### config.mk
export PLATFORM = sky130hd
export DESIGN_NAME = cp_issue_stage
export DESIGN_NICKNAME = d
export VERILOG_FILES = /design/src/rtl/cp_issue_stage_pkg.sv /design/src/rtl/cp_regfile.sv /design/src/rtl/cp_issue_stage.sv
export SDC_FILE = /design/constraint.sdc
export NUM_CORES = 1
export LEC_CHECK = 0
export CORE_ASPECT_RATIO = 1.1
export CORE_MARGIN = 2
export CORE_UTILIZATION = 40
export CTS_CLUSTER_SIZE = 10
export DETAILED_ROUTE_END_ITERATION = 10
export HOLD_SLACK_MARGIN = 0.08
export SYNTH_ARGS = -nofsm -noshare
export SYNTH_HDL_FRONTEND = slang
export SYNTH_SLANG_ARGS = --single-unit
### constraint.sdc
create_clock -name i_clk -period 4.6 [get_ports i_clk]
set_input_delay 1.38 -clock i_clk [delete_from_list [all_inputs] [get_ports i_clk]]
set_output_delay 1.38 -clock i_clk [all_outputs]
set_load 0.005 [all_outputs]
### src/rtl/cp_issue_stage_pkg.sv
// Shared definitions for the coprocessor issue stage.
// Provides the opcode encodings, the instruction field positions, the legal-opcode
// check, register-file geometry and the issue FSM state type.
package cp_issue_stage_pkg;

  // Instruction layout: op[31:28] rd[27:24] rs1[23:20] rs2[19:16] imm[15:0]
  localparam int unsigned INSTR_OP_LSB  = 28;
  localparam int unsigned INSTR_RD_LSB  = 24;
  localparam int unsigned INSTR_RS1_LSB = 20;
  localparam int unsigned INSTR_RS2_LSB = 16;
  localparam int unsigned INSTR_IMM_LSB = 0;

  localparam int unsigned REG_COUNT  = 16;
  localparam int unsigned REG_ADDR_W = 4;

  // Defined opcodes; encodings 4'hA..4'hF are illegal.
  localparam logic [3:0] OP_ADD         = 4'h0;
  localparam logic [3:0] OP_SUB         = 4'h1;
  localparam logic [3:0] OP_XOR         = 4'h2;
  localparam logic [3:0] OP_LOAD_LLI    = 4'h3;
  localparam logic [3:0] OP_LOAD_LUI    = 4'h4;
  localparam logic [3:0] OP_SHA256_SIG0 = 4'h5;
  localparam logic [3:0] OP_SHA256_SIG1 = 4'h6;
  localparam logic [3:0] OP_SHA256_SUM0 = 4'h7;
  localparam logic [3:0] OP_SHA256_SUM1 = 4'h8;
  localparam logic [3:0] OP_ROTR        = 4'h9;

  typedef enum logic [1:0] {
    StIdle,
    StExec,
    StWb
  } cp_state_e;

  function automatic logic op_is_legal(input logic [3:0] op);
    case (op)
      OP_ADD, OP_SUB, OP_XOR, OP_LOAD_LLI, OP_LOAD_LUI,
      OP_SHA256_SIG0, OP_SHA256_SIG1, OP_SHA256_SUM0, OP_SHA256_SUM1,
      OP_ROTR:  return 1'b1;
      default:  return 1'b0;
    endcase
  endfunction

endpackage

### src/rtl/cp_regfile.sv
// 16x32 register file for the coprocessor issue stage. R0 always reads 0.
// Ports:
//   i_clk, i_rst_n        clock, asynchronous active-low clear of all entries
//   i_raddr_a/o_rdata_a   asynchronous read port A (rs1)
//   i_raddr_b/o_rdata_b   asynchronous read port B (rs2)
//   i_raddr_d/o_rdata_d   asynchronous read port D (rd, for half-word loads)
//   i_we/i_waddr/i_wdata  synchronous write port; writes to R0 are dropped
module cp_regfile
  import cp_issue_stage_pkg::*;
(
  input  logic                  i_clk,
  input  logic                  i_rst_n,
  input  logic [REG_ADDR_W-1:0] i_raddr_a,
  output logic [31:0]           o_rdata_a,
  input  logic [REG_ADDR_W-1:0] i_raddr_b,
  output logic [31:0]           o_rdata_b,
  input  logic [REG_ADDR_W-1:0] i_raddr_d,
  output logic [31:0]           o_rdata_d,
  input  logic                  i_we,
  input  logic [REG_ADDR_W-1:0] i_waddr,
  input  logic [31:0]           i_wdata
);

  logic [31:0] r_mem [REG_COUNT];

  always_ff @(posedge i_clk or negedge i_rst_n) begin
    if (!i_rst_n) begin
      for (int i = 0; i < REG_COUNT; i++) begin
        r_mem[i] <= '0;
      end
    end else if (i_we && (i_waddr != '0)) begin
      r_mem[i_waddr] <= i_wdata;
    end
  end

  assign o_rdata_a = (i_raddr_a == '0) ? '0 : r_mem[i_raddr_a];
  assign o_rdata_b = (i_raddr_b == '0) ? '0 : r_mem[i_raddr_b];
  assign o_rdata_d = (i_raddr_d == '0) ? '0 : r_mem[i_raddr_d];

endmodule

### src/rtl/cp_issue_stage.sv
// Issue/writeback stage in front of the coprocessor compute unit.
// Accepts one instruction at a time, drives registered operands to the compute unit,
// waits CU_LATENCY+1 cycles, then writes cu_out back and pulses the retire outputs.
// Optional feature macro: CP_ISSUE_PERF_EN adds retired/illegal 32-bit counters.
// Ports:
//   i_clk, i_rst_n                     clock, asynchronous active-low reset
//   i_instr_valid, i_instr, o_instr_ready   instruction handshake
//   o_cu_rs1, o_cu_rs2, o_cu_imm, o_cu_op   operands to the compute unit
//   i_cu_out                           compute unit result
//   o_retire_valid/_rd/_data/_illegal  retirement report (one-cycle pulse)
//   o_perf_retired, o_perf_illegal     event counters (CP_ISSUE_PERF_EN only)
module cp_issue_stage
  import cp_issue_stage_pkg::*;
#(
  parameter int unsigned CU_LATENCY = 0
) (
  input  logic        i_clk,
  input  logic        i_rst_n,
  input  logic        i_instr_valid,
  input  logic [31:0] i_instr,
  output logic        o_instr_ready,
  output logic [31:0] o_cu_rs1,
  output logic [31:0] o_cu_rs2,
  output logic [15:0] o_cu_imm,
  output logic [3:0]  o_cu_op,
  input  logic [31:0] i_cu_out,
  output logic        o_retire_valid,
  output logic [3:0]  o_retire_rd,
  output logic [31:0] o_retire_data,
  output logic        o_retire_illegal
`ifdef CP_ISSUE_PERF_EN
  ,
  output logic [31:0] o_perf_retired,
  output logic [31:0] o_perf_illegal
`endif
);

  localparam int unsigned CntW = (CU_LATENCY > 0) ? $clog2(CU_LATENCY + 1) : 1;
  localparam logic [CntW-1:0] CntInit = CntW'(CU_LATENCY);

  cp_state_e       r_state;
  logic [CntW-1:0] r_cnt;
  logic            r_ready;
  logic [3:0]      r_rd;
  logic            r_legal;
  logic [31:0]     r_cu_rs1;
  logic [31:0]     r_cu_rs2;
  logic [15:0]     r_cu_imm;
  logic [3:0]      r_cu_op;
  logic            r_retire_valid;
  logic [3:0]      r_retire_rd;
  logic [31:0]     r_retire_data;
  logic            r_retire_illegal;

  logic [3:0]  w_op;
  logic [3:0]  w_rd;
  logic [3:0]  w_rs1;
  logic [3:0]  w_rs2;
  logic [15:0] w_imm;
  logic        w_is_load;
  logic        w_accept;
  logic        w_we;
  logic [31:0] w_rdata_a;
  logic [31:0] w_rdata_b;
  logic [31:0] w_rdata_d;

  assign w_op  = i_instr[INSTR_OP_LSB  +: 4];
  assign w_rd  = i_instr[INSTR_RD_LSB  +: 4];
  assign w_rs1 = i_instr[INSTR_RS1_LSB +: 4];
  assign w_rs2 = i_instr[INSTR_RS2_LSB +: 4];
  assign w_imm = i_instr[INSTR_IMM_LSB +: 16];

  // Half-word loads merge into rd, so the compute unit needs the current R[rd].
  assign w_is_load = (w_op == OP_LOAD_LLI) || (w_op == OP_LOAD_LUI);
  assign w_accept  = i_instr_valid && r_ready;
  assign w_we      = (r_state == StWb) && r_legal && (r_rd != 4'd0);

  cp_regfile u_regfile (
    .i_clk     (i_clk),
    .i_rst_n   (i_rst_n),
    .i_raddr_a (w_rs1),
    .o_rdata_a (w_rdata_a),
    .i_raddr_b (w_rs2),
    .o_rdata_b (w_rdata_b),
    .i_raddr_d (w_rd),
    .o_rdata_d (w_rdata_d),
    .i_we      (w_we),
    .i_waddr   (r_rd),
    .i_wdata   (i_cu_out)
  );

  always_ff @(posedge i_clk or negedge i_rst_n) begin
    if (!i_rst_n) begin
      r_state          <= StIdle;
      r_cnt            <= '0;
      r_ready          <= 1'b0;
      r_rd             <= '0;
      r_legal          <= 1'b0;
      r_cu_rs1         <= '0;
      r_cu_rs2         <= '0;
      r_cu_imm         <= '0;
      r_cu_op          <= '0;
      r_retire_valid   <= 1'b0;
      r_retire_rd      <= '0;
      r_retire_data    <= '0;
      r_retire_illegal <= 1'b0;
    end else begin
      r_retire_valid <= 1'b0;
      unique case (r_state)
        StIdle: begin
          if (w_accept) begin
            r_rd     <= w_rd;
            r_legal  <= op_is_legal(w_op);
            r_cu_rs1 <= w_is_load ? w_rdata_d : w_rdata_a;
            r_cu_rs2 <= w_is_load ? {16'h0, w_imm} : w_rdata_b;
            r_cu_imm <= w_imm;
            r_cu_op  <= w_op;
            r_cnt    <= CntInit;
            r_ready  <= 1'b0;
            r_state  <= StExec;
          end else begin
            // Also raises ready in the first cycle after reset release.
            r_ready <= 1'b1;
          end
        end
        StExec: begin
          if (r_cnt == '0) begin
            r_state <= StWb;
          end else begin
            r_cnt <= r_cnt - CntW'(1);
          end
        end
        StWb: begin
          r_retire_valid   <= 1'b1;
          r_retire_rd      <= r_rd;
          r_retire_data    <= r_legal ? i_cu_out : 32'h0;
          r_retire_illegal <= ~r_legal;
          r_ready          <= 1'b1;
          r_state          <= StIdle;
        end
        default: begin
          r_state <= StIdle;
        end
      endcase
    end
  end

  assign o_instr_ready    = r_ready;
  assign o_cu_rs1         = r_cu_rs1;
  assign o_cu_rs2         = r_cu_rs2;
  assign o_cu_imm         = r_cu_imm;
  assign o_cu_op          = r_cu_op;
  assign o_retire_valid   = r_retire_valid;
  assign o_retire_rd      = r_retire_rd;
  assign o_retire_data    = r_retire_data;
  assign o_retire_illegal = r_retire_illegal;

`ifdef CP_ISSUE_PERF_EN
  logic [31:0] r_perf_retired;
  logic [31:0] r_perf_illegal;

  // Counted at the WB edge, so the new value is visible alongside the retire pulse.
  always_ff @(posedge i_clk or negedge i_rst_n) begin
    if (!i_rst_n) begin
      r_perf_retired <= '0;
      r_perf_illegal <= '0;
    end else if (r_state == StWb) begin
      r_perf_retired <= r_perf_retired + 32'd1;
      if (!r_legal) begin
        r_perf_illegal <= r_perf_illegal + 32'd1;
      end
    end
  end

  assign o_perf_retired = r_perf_retired;
  assign o_perf_illegal = r_perf_illegal;
`endif

endmodule

## Word-level counts from Yosys, hierarchy flattened

Memories as Yosys holds them, arrays and structs flattened. A register that Yosys moved wholly into a read port is not among the register bits.
Index checks and enable logic that the tools add are counted.

- Flip-flop bits (word level): 642
- Bits in read-only memories: 16
- Output and inout port bits: 123
- Logic and storage cells: 90
- Memories kept: 1

- Add/subtract/negate cells: 1
- $lt $le $gt $ge: 5
- Equality and inequality tests: 6
- Mux-type cells: 27
- Bitwise gates (word level): 5
- Reduce and logical (&&, ||, !) cells: 17

Memory list:

| memory | depth | width | rd ports | clocked after memory_dff | write ports | line | text |
|---|---|---|---|---|---|---|---|
| (name not given) | 16 | 1 | 1 | 1 | 0 | cp_issue_stage_pkg.sv:35 | `case (op)` |

Operators with widths:

| operator | count |
|---|---|
| $bwmux W512 | 1 |
| $mux W32 | 13 |
| $bmux W32 S4 | 3 |
| $demux W32 S4 | 1 |
| $ge A5 B5 Y1 const B | 4 |
| $not A4 Y5 | 4 |
| $logic_not A4 Y1 | 3 |
| $reduce_and A2 Y1 | 3 |
| $logic_and A1 B1 Y1 | 5 |
| $lt A5 B1 Y1 const B | 1 |
| $eq A4 B2 Y1 const B | 1 |
| $eq A4 B3 Y1 const B | 1 |
| $mux W1 | 4 |
| $mux W2 | 2 |
| $ne A2 B2 Y1 const B | 2 |
| $pmux W1 S2 | 2 |
| $pmux W2 S2 | 1 |
| $reduce_bool A2 Y1 | 2 |
| $reduce_bool A4 Y1 | 1 |
| $eq A2 B1 Y1 const B | 1 |
| $eq A2 B2 Y1 const B | 1 |
| $logic_not A2 Y1 | 1 |
| $logic_not A1 Y1 | 1 |
| $logic_or A1 B1 Y1 | 1 |
| 2 further kinds | 2 |

## Logic depth before layout (Yosys ltp)

Gate-level depths: netlist of run 1.

- Depth in word-level cells: 6
- Depth in mapped cells: 8

## Hierarchy

Synthesis of run 1 repeated with hierarchy kept, for this count alone.

- Cells, all modules: 2,747
- Area, all modules: 34,984.8 um^2

By module, submodules not included:

| module | instances | cells each | area an instance (um^2) | sequential area each (um^2) |
|---|---|---|---|---|
| cp_regfile | 1 | 2,152 | 29,422.0 | 12,036.5 |
| cp_issue_stage | 1 | 595 | 5,562.8 | 3,253.1 |

## Worst setup path after synthesis of run 1

Ideal clock, no wire load.

- Path kind: input-to-reg
- Start: in i_instr[17]
- End: reg r_cu_rs2[22], in the netlist o_cu_rs2[22]
- Arrival: 2,914 ps
- Data required time: 4,468 ps
- Path slack: 1,553 ps
- Stages: 7
- Path buffers: 3
- Cells stage by stage: clkbuf_2 -> buf_2 -> clkbuf_1 -> mux4_2 -> mux4_2 -> inv_1 -> o21ai_1

- Longest elaborated chain between the ends: 6
- Elaborated cells between the ends (all ways): 7
- Classes of those cells: mux: 5; bitwise: 1; reduce/logical: 1

Ends and longest elaborated chain:

| what | line | text |
|---|---|---|
| start, declared | cp_issue_stage.sv:20 | `input logic [31:0] i_instr,` |
| $not A4 Y5 (not written as such) | cp_regfile.sv:37 | `assign o_rdata_b = (i_raddr_b == '0) ? '0 : r_mem[i_raddr_b];` |
| $bmux W32 S4 | cp_regfile.sv:37 |  |
| $mux W32 (not written as such) (2 in series) | cp_regfile.sv:37 |  |
| $mux W32 (*) | cp_regfile.sv:37 |  |
| $mux W32 (*) | cp_issue_stage.sv:115 | `r_cu_rs2 <= w_is_load ? {16'h0, w_imm} : w_rdata_b;` |
| end signal, assigned | cp_issue_stage.sv:115 |  |
| end, declared | cp_issue_stage.sv:47 | `logic [31:0] r_cu_rs2;` |

Every way passes the cells marked *; elsewhere a longest branch is shown, timed or not. The select of a mux whose other input is x is not followed.
A chain may end at the register's enable or synchronous reset.

## Final worst setup path of run 1

- Start: in i_instr[22]
- End: reg r_cu_rs1[16], in the netlist o_cu_rs1[16]

- Longest elaborated chain between the ends: 6
- Elaborated cells between the ends (all ways): 7
- Classes of those cells: mux: 5; bitwise: 1; reduce/logical: 1

Ends and longest elaborated chain:

| what | line | text |
|---|---|---|
| $not A4 Y5 (not written as such) | cp_regfile.sv:36 | `assign o_rdata_a = (i_raddr_a == '0) ? '0 : r_mem[i_raddr_a];` |
| $bmux W32 S4 | cp_regfile.sv:36 |  |
| $mux W32 (not written as such) (2 in series) | cp_regfile.sv:36 |  |
| $mux W32 (*) | cp_regfile.sv:36 |  |
| $mux W32 (*) | cp_issue_stage.sv:114 | `r_cu_rs1 <= w_is_load ? w_rdata_d : w_rdata_a;` |
| end signal, assigned | cp_issue_stage.sv:114 |  |
| end, declared | cp_issue_stage.sv:46 | `logic [31:0] r_cu_rs1;` |

Marks and branches as above.

==> results of run 1 <==
[layout by cell type, fill, tap and decap left out, drive strengths merged, types with 3 or more instances in the layout]
master	instances
a41oi	31
o221ai	16
inv	26
a22oi	249
and3	31
a31oi	31
mux2i	511
clkbuf	95
mux4	157
nor2b	11
nand2b	3
clkdlybuf4s50	180
nor3	4
nor2	53
and2	4
nand2	187
clkinv	9
buf	102
nand3	98
o21ai	18
a221oi	3
dfrtp	642
a21oi	9
mux2	489
[sequential cells by signal, indices dropped and copies added, names as in the netlist]
| register | flops |
|---|---|
| o_cu_rs1 | 32 |
| o_retire_data | 32 |
| o_cu_rs2 | 32 |
| o_instr_ready | 1 |
| o_cu_op | 4 |
| o_cu_imm | 16 |
| o_retire_rd | 4 |
| o_retire_illegal | 1 |
| o_retire_valid | 1 |
| u_regfile.r_mem | 512 |
| r_state | 2 |
| r_rd | 4 |
| r_legal | 1 |
[area by class of cell]
class	instances	area share [%]
clock buffer	94	4.958
clock inverter	7	0.2066
inverter	29	0.2665
multi-input combinational	1918	45.23
sequential	642	38.45
tap	1170	3.503
timing repair buffer	283	7.392
[worst paths after layout]
kind                                         to  slack [ns]  depth (start not counted)
max                                o_cu_rs1[16]        1.12                          8
min                        u_regfile.r_mem[480]        0.42                          0
max reg2reg                 u_regfile.r_mem[47]        1.64                          7
min reg2reg                u_regfile.r_mem[480]        0.42                          0
max in group asynchronous  u_regfile.r_mem[406]        2.79                          3
min in group asynchronous  u_regfile.r_mem[424]        0.73                          1
[report_power, final]
group,switching (mW),internal [mW]
Combinational,3.65,4.76
Clock,2.38,3.19
Sequential,2.42,8.05
Total,8.45,16.0
[cells by family (layout without fill, tap and decap cells)]
logic type | Yosys count | after routing | synth area share, %
DFF | 642 | 642 | 44.35
AOI/OAI and AO/OA | 361 | 361 | 7.367
muxes | 1157 | 1157 | 39.08
buffers and inverters | 337 | 413 | 4.100
and+or+nand+nor | 400 | 400 | 5.108
[stage by stage]
stage	total power [mW]	hold WS, ns	util [%]	cells
after floorplan	15.25	0.4263	-	2897
after global placement	18.44	0.4008	44.21	4042
after detailed placement	18.82	0.4085	44.21	4042
after CTS	24.46	0.4228	46.62	4143
after global routing	25.75	0.4381	46.62	4143
final	24.45	0.4231	46.62	4143
[routing by layer]
metal / vias up / global-route usage, % / routed length, µm
met4: 2 / 12.70 / 5919
met1: 13870 / 34.70 / 50990
met3: 349 / 4.607 / 8863
met2: 1328 / 44.42 / 60740
met5: - / 0 / 13
li1: 11040 / - / -
==> flow_summary.toml, run 1 <==
[final_layout]
area_growth_pct = 15.36
antenna-diode-count = 0
fillCellCount = 7970
final_area_mm2 = 0.04179
nNetsFinal = 3017
multi_input_area_mm2 = 0.01890
drive_gt1_share_pct = 29.23
seq_area_mm2 = 0.01607

[worst_setup_path]
setup.worst_path.start = "i_instr[22]"
cp.required_ns = 5.08
worst_path_max_delay_cell = "clkdlybuf4s50_1"
start_kind = "input pin"
max_stage_delay_ns = 0.72
path_buf_inv = 3
worstPathArrival_ns = 3.96
crit_family = "buffers and inverters"
path_common_cell = "buf_4"
critical_path.cell_chain = "clkdlybuf4s50_1 > buf_4 > and2_2 > buf_4 > a22oi_1 > and3_1 > a31oi_1 > a41oi_1"
crit_type = "in2reg"
end_kind = "register"
worstPathMaxFanout = 14
regToRegStartpoint = "r_state[0]"

[sta]
fin_crit_ns = 3.475
finalSetupTns_ns = 0
fin_crit_sh_pct = 75.55
maxSlewHeadroom_pct = 28.28
worstMarginPinSlew_ns = 1.076
clock.fmax_mhz = 287.7
finClkSkew_ns = 0.02176
slew_viol_final = 0
grt_setup_unrepaired = "no"
setup_violations = 0
layout_setup_ws_ns = 1.125
hold_violations = 0

[placement]
dpl.hpwl_mm = 75.82
port_buffers = 189
pre_cts_ws_ns = 0.5173
globalplace.congestion = 0.8763
dpl_cell_area_mm2 = 0.03963

[global_routing]
grt_pass1_wl_mm = 187.7
grt_pass1_vias = 27650
track_usage_pct = 26.98
grt-ovfl-total = 0
grt_max_degree = 97
grt_antenna_before_repair = 1

[yosys]
synth.top_cells.by_count = "dfrtp_1, mux2i_1, mux2_2"
synth_top_cell_area_share_pct = 44.35
async_flop_share_pct = 100.0
syn_inst = 2897
yosysMostFrequentCell = "dfrtp_1"
syn_area_mm2 = 0.03623
yosys.area.top_type = "dfrtp_1"
syn_area_per_cell_um2 = 12.51
ys_warn_count = 0
yosysUniqueCellTypes = 45
yosys-top-cells-area = "dfrtp_1, mux2_2, mux2i_1"
synth-seq-cells = 642
synth-edff-count = 0
synth_seq_area_share_pct = 44.35
synth_nets = 2964
synthFlopType = "dfrtp_1"

[clock_network]
cts-root-buf = "clkbuf_16"
htreeDepth = 3
clock_sinks = 642
cts_buffers = 76
cts_resized = 0
clk_latency_ns = 0.64
cts_tree = "yes"
path_clk_slew_ns = 0.06
ctsHoldBuffers = 0
cts_setup_buffers = 0
clockBufferDepth = 3

[detailed_routing]
dr.first_iter.drc_count = 2628
wirelength_mm = 126.5
num_vias = 26590
ant_nets = 0
wire_per_inst_um = 30.54
drc = 0
vias_per_cell = 6.418
first_pass_iters = 6

[min_path]
hold_start = "u_regfile.r_mem[480]"
min_path_type = "reg2reg"

[die]
core_mm2 = 0.08964
die_area_mm2 = 0.09299
num_io_pins = 190
start_util_pct = 40.41
rows = 115
die_x_um = 290.9
die_y_um = 319.6

[pwr]
p_leak_nw = 18.39
powerDensity_mw_per_mm2 = 585.1
ir_drop_mv = 0.3480

[status]
status = "completed"

[flow_run]
drv_cap = 0
No activity file was read; power rests on OpenSTA's default activity.
==> run 2, diff against run 1 <==
==> constraint.sdc (replaced) <==
create_clock -name i_clk -period 2.9 [get_ports i_clk]
set_input_delay 0.87 -clock i_clk [delete_from_list [all_inputs] [get_ports i_clk]]
set_output_delay 0.87 -clock i_clk [all_outputs]
set_load 0.005 [all_outputs]
==> flow_summary.toml, run 2 (synthesis gave the netlist of run 1 again) <==
[min_path]
hold_start = "u_regfile.r_mem[493]"
whs_endpoint = "u_regfile.r_mem[493]"
min_path_type = "reg2reg"
hold_depth = 0

[final_layout]
final_common_cell = "dfrtp_1"
final_cell_mix = "dfrtp_1, mux2i_1, mux2_2, a22oi_1, nand2_1"
area_growth_pct = 18.14
nNetsFinal = 3088
drive_gt1_share_pct = 30.73
largest_register_ffs = 512
fin_cells = 4232
utilization_pct = 47.74
top_register = "u_regfile.r_mem"

[worst_setup_path]
worstPathArrival_ns = 3.08
r2r_cells = 7
crit_type = "reg2reg"
crit_family = "simple AND/OR/NAND/NOR gates"
critical_path.cell_chain = "nand2b_2 > inv_2 > nand2_1 > or3_1 > nor2_4 > buf_4 > mux2_2"
rrSetupSlack_ns = 0.31
worst_path_max_delay_cell = "nor2_4"
max_stage_delay_ns = 0.54
regToRegEndpoint = "u_regfile.r_mem[245]"
regToRegStartpoint = "r_state[0]"
cp.required_ns = 3.39
worstPathMaxFanout = 8
start_kind = "register"
end_kind = "register"
worst-path-stages = 7
path_buf_inv = 2

[detailed_routing]
wirelength_mm = 125.9
dr.first_iter.drc_count = 2793
first_pass_iters = 9
wire_per_inst_um = 29.76
drc = 0
num_vias = 26810
vias_per_cell = 6.335
ant_nets = 0

[clock_network]
clockBufferDepth = 3
cts_tree = "yes"
clock_sinks = 642
htreeDepth = 3
cts-root-buf = "clkbuf_16"
clk_latency_ns = 0.63
path_clk_slew_ns = 0.06
cts_buffers = 78
cts_resized = 0

[sta]
clock.fmax_mhz = 386.2
maxSlewHeadroom_pct = 50.48
fin_crit_sh_pct = 89.28
hold_violations = 0
fin_crit_ns = 2.589
setup_violations = 0
worstMarginPinSlew_ns = 0.7405
slew_viol_final = 0
layout_setup_ws_ns = 0.3109
finalSetupTns_ns = 0
grt_setup_unrepaired = "no"
finClkSkew_ns = 0.02527

[die]
rows = 115
start_util_pct = 40.41
core_mm2 = 0.08964
die_area_mm2 = 0.09299
num_io_pins = 190
die_y_um = 319.6
die_x_um = 290.9

[placement]
dpl.hpwl_mm = 80.01
port_buffers = 189
globalplace.congestion = 0.8990
pre_cts_ws_ns = -0.08369
dp.cells = 4110

[global_routing]
track_usage_pct = 26.81
grt_max_degree = 108
grt_antenna_before_repair = 3
grt_pass1_wl_mm = 186.5
grt_pass1_vias = 27760
grt-ovfl-total = 0

[pwr]
powerDensity_mw_per_mm2 = 911.1
ir_drop_mv = 0.4727
p_leak_nw = 18.88

[flow_run]
drv_cap = 0

[status]
status = "completed"
## run 2: worst max path at each step
stage	from	to	slack [ns]
CTS	o_cu_rs1[14]	o_cu_rs1[14]	0.30
floorplan	i_instr[17]	o_cu_rs2[22]	0.36
global placement	i_instr[29]	o_cu_rs1[19]	-0.05
global route	r_state[0]	u_regfile.r_mem[244]	0.25
finish	r_state[0]	u_regfile.r_mem[245]	0.31
detailed placement	i_instr[29]	o_cu_rs1[24]	-0.08
## run 2: what timing repair did
| action | in CTS | in global routing |
|---|---|---|
| buffers inserted | 0 | 0 |
| hold endpoints to repair | 9 | 0 |
| setup endpoints to repair | 0 | 0 |
| hold buffers | 1 | 0 |
## run 2: cell type report
class	count	area, µm²
timing repair buffer	352	4023
fill	7956	46840
clock inverter	8	58.81
multi-input combinational	1918	18880
tap	1170	1464
clock buffer	110	2186
sequential	642	16070
antenna	3	7.507
inverter	29	111.4
## run 2: per-layer routing
layer | vias up | global-route usage [%] | routed length (µm)
li1 | 11210 | - | -
met5 | - | 0 | 13
met4 | 2 | 11.68 | 5446
met1 | 14040 | 33.95 | 50330
met3 | 319 | 5.122 | 9105
met2 | 1246 | 44.77 | 61060
## run 2: power breakdown
group	switching [mW]	internal [mW]
sequential	3.85	12.8
combinational	5.70	7.71
clock	3.78	5.18
## run 2: per-stage QoR
stage,power (mW),instance area (µm²),hold WS [ns]
after floorplan,24.18,36230,0.4263
after global placement,29.36,40540,0.4029
after detailed placement,29.99,40540,0.4073
after CTS,39.10,42790,0.4194
after global routing,41.09,42790,0.4411
final,38.99,42800,0.4196
